**src/rtl/hazard_scoreboard.sv**
```systemverilog
`default_nettype none
// ============================================================================
//  Module   : hazard_scoreboard
//  Purpose  : RAW-hazard scoreboard for the in-order pipeline decode stage.
//             A DEPTH-entry shift pipeline mirrors the destination writes of
//             older in-flight instructions. Decode stalls while it reads a
//             register that is still pending. When forwarding is enabled it
//             returns forwarding selects instead, and stalls only on a
//             load-use.
//  Ports    : clk, rst_n (sync, active-low)
//             id_valid, rs/rs_valid, rt/rt_valid, rd/rd_valid, id_is_load
//                         - decode-side register identifiers
//             flush       - squash every in-flight entry
//             stall       - hold decode and insert a bubble this cycle
//             pending_cnt - number of valid in-flight entries
//             fwd_rs_sel, fwd_rt_sel (HAZ_FWD_EN only)
//                         - 0 selects the register file, k selects the
//                           result of stage k-1
//  Config   : define HAZ_FWD_EN to enable forwarding selects
//  Revision : 1.0 - initial release
// ============================================================================
module hazard_scoreboard #(
  parameter int REG_BITS = 3,
  parameter int DEPTH    = 3,
  parameter int CW       = $clog2(DEPTH + 1)
) (
  input  logic                clk,
  input  logic                rst_n,
  input  logic                id_valid,
  input  logic [REG_BITS-1:0] rs,
  input  logic                rs_valid,
  input  logic [REG_BITS-1:0] rt,
  input  logic                rt_valid,
  input  logic [REG_BITS-1:0] rd,
  input  logic                rd_valid,
  input  logic                id_is_load,
  input  logic                flush,
  output logic                stall,
`ifdef HAZ_FWD_EN
  output logic [CW-1:0]       fwd_rs_sel,
  output logic [CW-1:0]       fwd_rt_sel,
`endif
  output logic [CW-1:0]       pending_cnt
);

  // Entry 0 is the youngest in-flight instruction.
  logic [DEPTH-1:0]    r_v;
  logic [REG_BITS-1:0] r_rd [DEPTH];
`ifdef HAZ_FWD_EN
  logic [DEPTH-1:0]    r_ld;
`else
  // Load timing only matters when forwarding is enabled.
  logic                w_unused;
  assign w_unused = id_is_load;
`endif

  logic [DEPTH-1:0] w_match_s;
  logic [DEPTH-1:0] w_match_t;
  logic             w_insert;

  // A stalled instruction has not issued, so it enters as a bubble.
  assign w_insert = id_valid & rd_valid & ~stall;

  // --------------------------------------------------------------------------
  // Entry pipeline
  // --------------------------------------------------------------------------
  always_ff @(posedge clk) begin
    if (!rst_n) begin
      r_v <= '0;
      for (int i = 0; i < DEPTH; i++) begin
        r_rd[i] <= '0;
      end
`ifdef HAZ_FWD_EN
      r_ld <= '0;
`endif
    end else begin
      for (int i = DEPTH - 1; i > 0; i--) begin
        r_v[i]  <= r_v[i-1];
        r_rd[i] <= r_rd[i-1];
`ifdef HAZ_FWD_EN
        r_ld[i] <= r_ld[i-1];
`endif
      end
      r_v[0]  <= w_insert;
      r_rd[0] <= rd;
`ifdef HAZ_FWD_EN
      r_ld[0] <= id_is_load;
`endif
      // Flush overrides both the shift and the insertion.
      if (flush) begin
        r_v <= '0;
      end
    end
  end

  // --------------------------------------------------------------------------
  // Source match against every in-flight destination (R0 included)
  // --------------------------------------------------------------------------
  generate
    for (genvar g = 0; g < DEPTH; g++) begin : g_match
      assign w_match_s[g] = r_v[g] & rs_valid & (rs == r_rd[g]);
      assign w_match_t[g] = r_v[g] & rt_valid & (rt == r_rd[g]);
    end
  endgenerate

  // --------------------------------------------------------------------------
  // Occupancy
  // --------------------------------------------------------------------------
  always_comb begin
    pending_cnt = '0;
    for (int i = 0; i < DEPTH; i++) begin
      pending_cnt = pending_cnt + CW'(r_v[i]);
    end
  end

  // --------------------------------------------------------------------------
  // Stall / forwarding
  // --------------------------------------------------------------------------
`ifdef HAZ_FWD_EN
  // Only a load in the youngest slot cannot be forwarded in time.
  assign stall = id_valid & ~flush & (w_match_s[0] | w_match_t[0]) & r_ld[0];

  // Walk oldest to youngest so the youngest producer wins.
  always_comb begin
    fwd_rs_sel = '0;
    fwd_rt_sel = '0;
    for (int i = DEPTH - 1; i >= 0; i--) begin
      if (w_match_s[i]) begin
        fwd_rs_sel = CW'(i + 1);
      end
      if (w_match_t[i]) begin
        fwd_rt_sel = CW'(i + 1);
      end
    end
  end
`else
  assign stall = id_valid & ~flush & (|(w_match_s | w_match_t));
`endif

endmodule
`default_nettype wire

```
**config.mk**
```make
export PLATFORM = sky130hd
export DESIGN_NAME = hazard_scoreboard
export DESIGN_NICKNAME = d
export VERILOG_FILES = /design/src/rtl/hazard_scoreboard.sv
export SDC_FILE = /design/constraint.sdc
export NUM_CORES = 1
export LEC_CHECK = 0
export CORE_AREA = 2 2 39 41
export CTS_CLUSTER_DIAMETER = 150
export DETAILED_ROUTE_END_ITERATION = 12
export DIE_AREA = 0 0 41 43
export PLACE_DENSITY = 0.78
export SKIP_CTS_REPAIR_TIMING = 1
export SLEW_MARGIN = 20
export SYNTH_ARGS = -nofsm -noshare
export SYNTH_HDL_FRONTEND = slang
export SYNTH_SLANG_ARGS = --single-unit
```
**constraint.sdc**
```tcl
create_clock -name clk -period 2 [get_ports clk]
set_clock_uncertainty 0.05 [all_clocks]
set_input_delay 0.5 -clock clk [delete_from_list [all_inputs] [get_ports clk]]
set_output_delay 0.5 -clock clk [all_outputs]
set_load 0.005 [all_outputs]
```
# Word-level counts from Yosys, hierarchy flattened
# Memory sizes are Yosys's and may differ from the RTL's.
# Index checks and enable logic that the tools add are counted.
[classes]
addsub = 2
eq_ne = 6
mux = 5
n_bitwise = 23
n_reduce_logical = 2
[ops]
columns = ["operator", "n"]
rows = [
  ["$eq 3x3->1", 6],
  ["$and 1x1->1", 16],
  ["$mux 3", 3],
  ["$not 1->1", 3],
  ["$or 1x1->1", 3],
  ["$or 3x3->3", 1],
  ["$reduce_or 3->1", 1],
  ["$add 1x1->2", 1],
  ["$add 2x1->2", 1],
  ["$mux 1", 2],
  ["$reduce_or 2->1", 1],
]
[totals]
register_bits = 3
ram_bits = 9
in_bits = 17
out_inout_bits = 3
wordCells = 40
memories = 1
[mem_list]
columns = ["memory", "words", "width", "read_ports", "rd_ports_with_merged_regs", "write_ports", "line", "source"]
rows = [
  ["r_rd", 3, 3, 3, 0, 3, "48", "logic [REG_BITS-1:0] r_rd [DEPTH];"],
]

# Depth between registers and ports, before layout
[depth]
depth_word = 7
ltp_mapped = 4
mapped_depth_nobuf = 4

# Least setup slack after synthesis
# Ideal clock, no wire load.
[synth_timing]
kind = "input-to-output"
from = "input rt[2]"
to = "output stall"
arrival_ns = 1.153
path_slack_ns = 0.297
stages = 4
path_buffers = 0
cell_sequence = "xor2_1 > nor4_1 > nor4_1 > a21oi_1"
[synth_between]
elab_chain_cells = 5
elab_cells_between_ends = 9
cone_classes = "eq/ne (3); bitwise (5); reduce/logical (1)"
[synth_lines]
columns = ["item", "line", "source"]
rows = [
  ["start, declared", "32", "input logic [REG_BITS-1:0] rt,"],
  ["$eq 3x3->1", "102", "assign w_match_t[g] = r_v[g] & rt_valid & (rt == r_rd[g]);"],
  ["$and 1x1->1", "102", ""],
  ["$or 3x3->3 (*)", "137", "assign stall = id_valid & ~flush & (|(w_match_s | w_match_t));"],
  ["$reduce_or 3->1 (*)", "137", ""],
  ["$and 1x1->1 (*)", "137", ""],
  ["end, declared", "38", "output logic stall,"],
]
# Every way passes the cells marked *; elsewhere a longest branch is shown, timed or not.

# Final worst setup path
# Same ends and word-level chain as after synthesis.

==> results.yml <==
outcome:
  outcome: "complete, but fails checks"
  violations: "negative setup slack"
worst_setup_path:
  cp-endpoint: "stall"
  r2r_start: "r_rd[0][3]"
  rrSetupSlack_ps: 690
  critPathLaunch: "rt[2]"
  slowest_stage: "nor4_2"
  cp-end-kind: "output port"
  path_class: "in -> out"
  cp.arrival_ps: 1530
  reg2regPathDepth: 4
  required_ps: 1450
  path_common_cell: "nor4_2"
  cp_max_fo: 3
  worstPathCellList: "dlymetal6s2s_1 -> xor2_1 -> nor4_2 -> nor4_2 -> a21oi_1 -> buf_2"
  timing.rr.end: "r_v[0]"
  cp-start-kind: "input pin"
  max_stage_delay_ps: 340
detailed_routing:
  wl_mm: 1.28
  first_pass_iters: 2
  vias: 495
  drt_iter0_markers: 3
  final_antenna_net_count: 0
  wl_per_cell_um: 13.2
  route.detailed.drc: 0
  viasPerCell: 5.10
floorplan:
  die_h_um: 43
  rows: 14
  die-width_um: 41
  io_pins: 20
  start_util_pct: 42.8
  core_area_mm2: 0.00138
  die_area_mm2: 0.00176
global_routing:
  grt_first_pass_wirelength_mm: 1.88
  grt_max_degree: 13
  gr-total-overflow: 0
  antenna_found_initial: 0
  grt_usage_pct: 15.7
  grt_pass1_vias: 493
placed_design:
  dp.cells: 94
  dp_slack_ps: -774
  gp_congestion: 0.802
  dpl.hpwl_um: 945
  dpl_cell_area_um2: 803
  portBuffers: 18
clock_network:
  cts.sinks: 12
  root_buffer: "clkbuf_4"
  clk_path_buf_depth: 2
  cts-htree-levels: 1
  clock_latency_ps: 260
  cts_tree: "yes"
  clk_pin_slew_ps: 70
  cts_buffers: 3
yosys:
  synthesis.area_um2: 592
  yosysWarnings: 0
  ys_types: 14
  yosys_register_bits: 12
  seq_area_frac_synth_pct: 40.6
  synth_area_per_cell_um2: 10.0
  synth.net_count: 77
  synthCells: 59
min_path:
  hold-path-cell-count: 1
  min_path_type: "reg -> reg"
pwr:
  power.share.clock_pct: 29.1
  p_sw_share_pct: 23.4
  p_seq_share_pct: 53.7
  ir_worst_vdd_mv: 0.263
  p_per_area_mw_per_mm2: 542
  p_int_mw: 0.365
  leakage_nw: 0.447
  p_comb_share_pct: 17.2
  p_sw_mw: 0.111
timing:
  setup_viol: 1
  tns_ps: -81.8
  clock.fmax_ghz: 0.480
  slew_headroom_pct: 76.4
  max_slew.worst_pin.slew_ps: 353
  worst_slack_ps: -81.8
  rsz0062_at_grt: "yes"
  finalHoldViolCount: 0
  drv_slew: 0
  post-route-period-util_pct: 104
  period_minus_slack_ps: 2080
final_layout:
  utilization_pct: 63.6
  diodes: 0
  stdcell_count: 97
  final_cell_area_um2: 880
  fin_nets: 101
  layout-drive-gt1-share_pct: 18.5
  syn2layout_area_growth_pct: 48.6
  fill_cells: 116
flow_run:
  drv_cap: 0
[metal layers]
metal	up-vias	GRT usage, %	share of wire, %
met2	18	27.5	49
met5	-	0	0
met4	0	6.00	2.3
met3	4	3.66	8.3
li1	243	-	-
met1	230	17.0	41
[area by class of cell]
cell class	count	area (µm²)	area share [%]
clock buffer	3	22.5	2.56
multi-input combinational	46	387	44.0
tap	16	20.0	2.28
sequential	12	243	27.6
timing repair buffer	20	208	23.6
[placed cells by master, fill, tap and decap left out]
cell             synthesis  final
xnor2_1                  6      6
and2_1                   9      9
dfxtp_2                  0      2
dlymetal6s2s_1           0      9
nand2b_1                 1      1
and4bb_1                 1      1
xor2_2                   0      1
clkbuf_2                 0      1
nand2_1                  5      5
fa_1                     1      1
o21ai_0                  1      1
and3b_1                  2      2
xor2_1                  12     11
clkdlybuf4s50_1          0      7
clkbuf_4                 0      3
buf_2                    0      1
a21oi_1                  1      1
nor4_2                   0      5
buf_4                    0      2
dfxtp_1                 12     10
and4_1                   2      2
[metrics by stage]
| stage | hold WS [ps] | power, mW |
|---|---|---|
| 2_1_floorplan | 441 | 0.291 |
| 3_3_place_gp | 449 | 0.338 |
| 3_5_place_dp | 452 | 0.339 |
| 4_1_cts | 465 | 0.482 |
| 5_1_grt | 469 | 0.506 |
| 6_report | 439 | 0.476 |
[power groups by stage]
stage | registers (mW) | logic [mW] | clock network, mW
finish | 0.256 | 0.0819 | 0.139
global route | 0.257 | 0.0900 | 0.158
CTS | 0.255 | 0.0792 | 0.147
detailed placement | 0.261 | 0.0783 | 0
global placement | 0.260 | 0.0774 | 0
floorplan | 0.259 | 0.0320 | 0
[critical path: cells and delay by family]
| family | cells | cell delay, ps |
|---|---|---|
| simple gates | 2 | 420 |
| compound gates | 1 | 130 |
| xor+xnor | 1 | 180 |
| buf+inv | 2 | 300 |
[flip-flops by register name, summed over array words and instances (netlist names)]
name  flops
r_rd      9
r_v       3
[cell families after synthesis]
family,count (synthesis),share of synthesized area [%]
simple gates,25,27.1
xor+xnor,18,26.6
flops,12,40.6
compound gates,2,1.69
buf+inv,1,0.634
fa+ha+maj,1,3.38
[Yosys cell counts]
| cell type | number | area (µm²) |
|---|---|---|
| a21oi_1 | 1 | 5.00 |
| and2_1 | 9 | 56.3 |
| and3b_1 | 2 | 17.5 |
| and4_1 | 2 | 17.5 |
| and4bb_1 | 1 | 12.5 |
| clkbuf_1 | 1 | 3.75 |
| dfxtp_1 | 12 | 240 |
| fa_1 | 1 | 20.0 |
| nand2_1 | 5 | 18.8 |
| nand2b_1 | 1 | 6.26 |
| nor4_1 | 5 | 31.3 |
| o21ai_0 | 1 | 5.00 |
| xnor2_1 | 6 | 52.6 |
| xor2_1 | 12 | 105 |
[how the worst min path moves through the flow]
stage | start | to | slack [ps]
after global placement | r_rd[0][5] | r_rd[0][8] | 450
after CTS | r_rd[0][2] | r_rd[0][5] | 470
after global routing | r_rd[0][2] | r_rd[0][5] | 470
final | r_rd[0][2] | r_rd[0][5] | 440
after floorplan | r_rd[0][3] | r_rd[0][6] | 440
after detailed placement | r_rd[0][2] | r_rd[0][5] | 450
No activity file was read; power rests on OpenSTA's default activity.
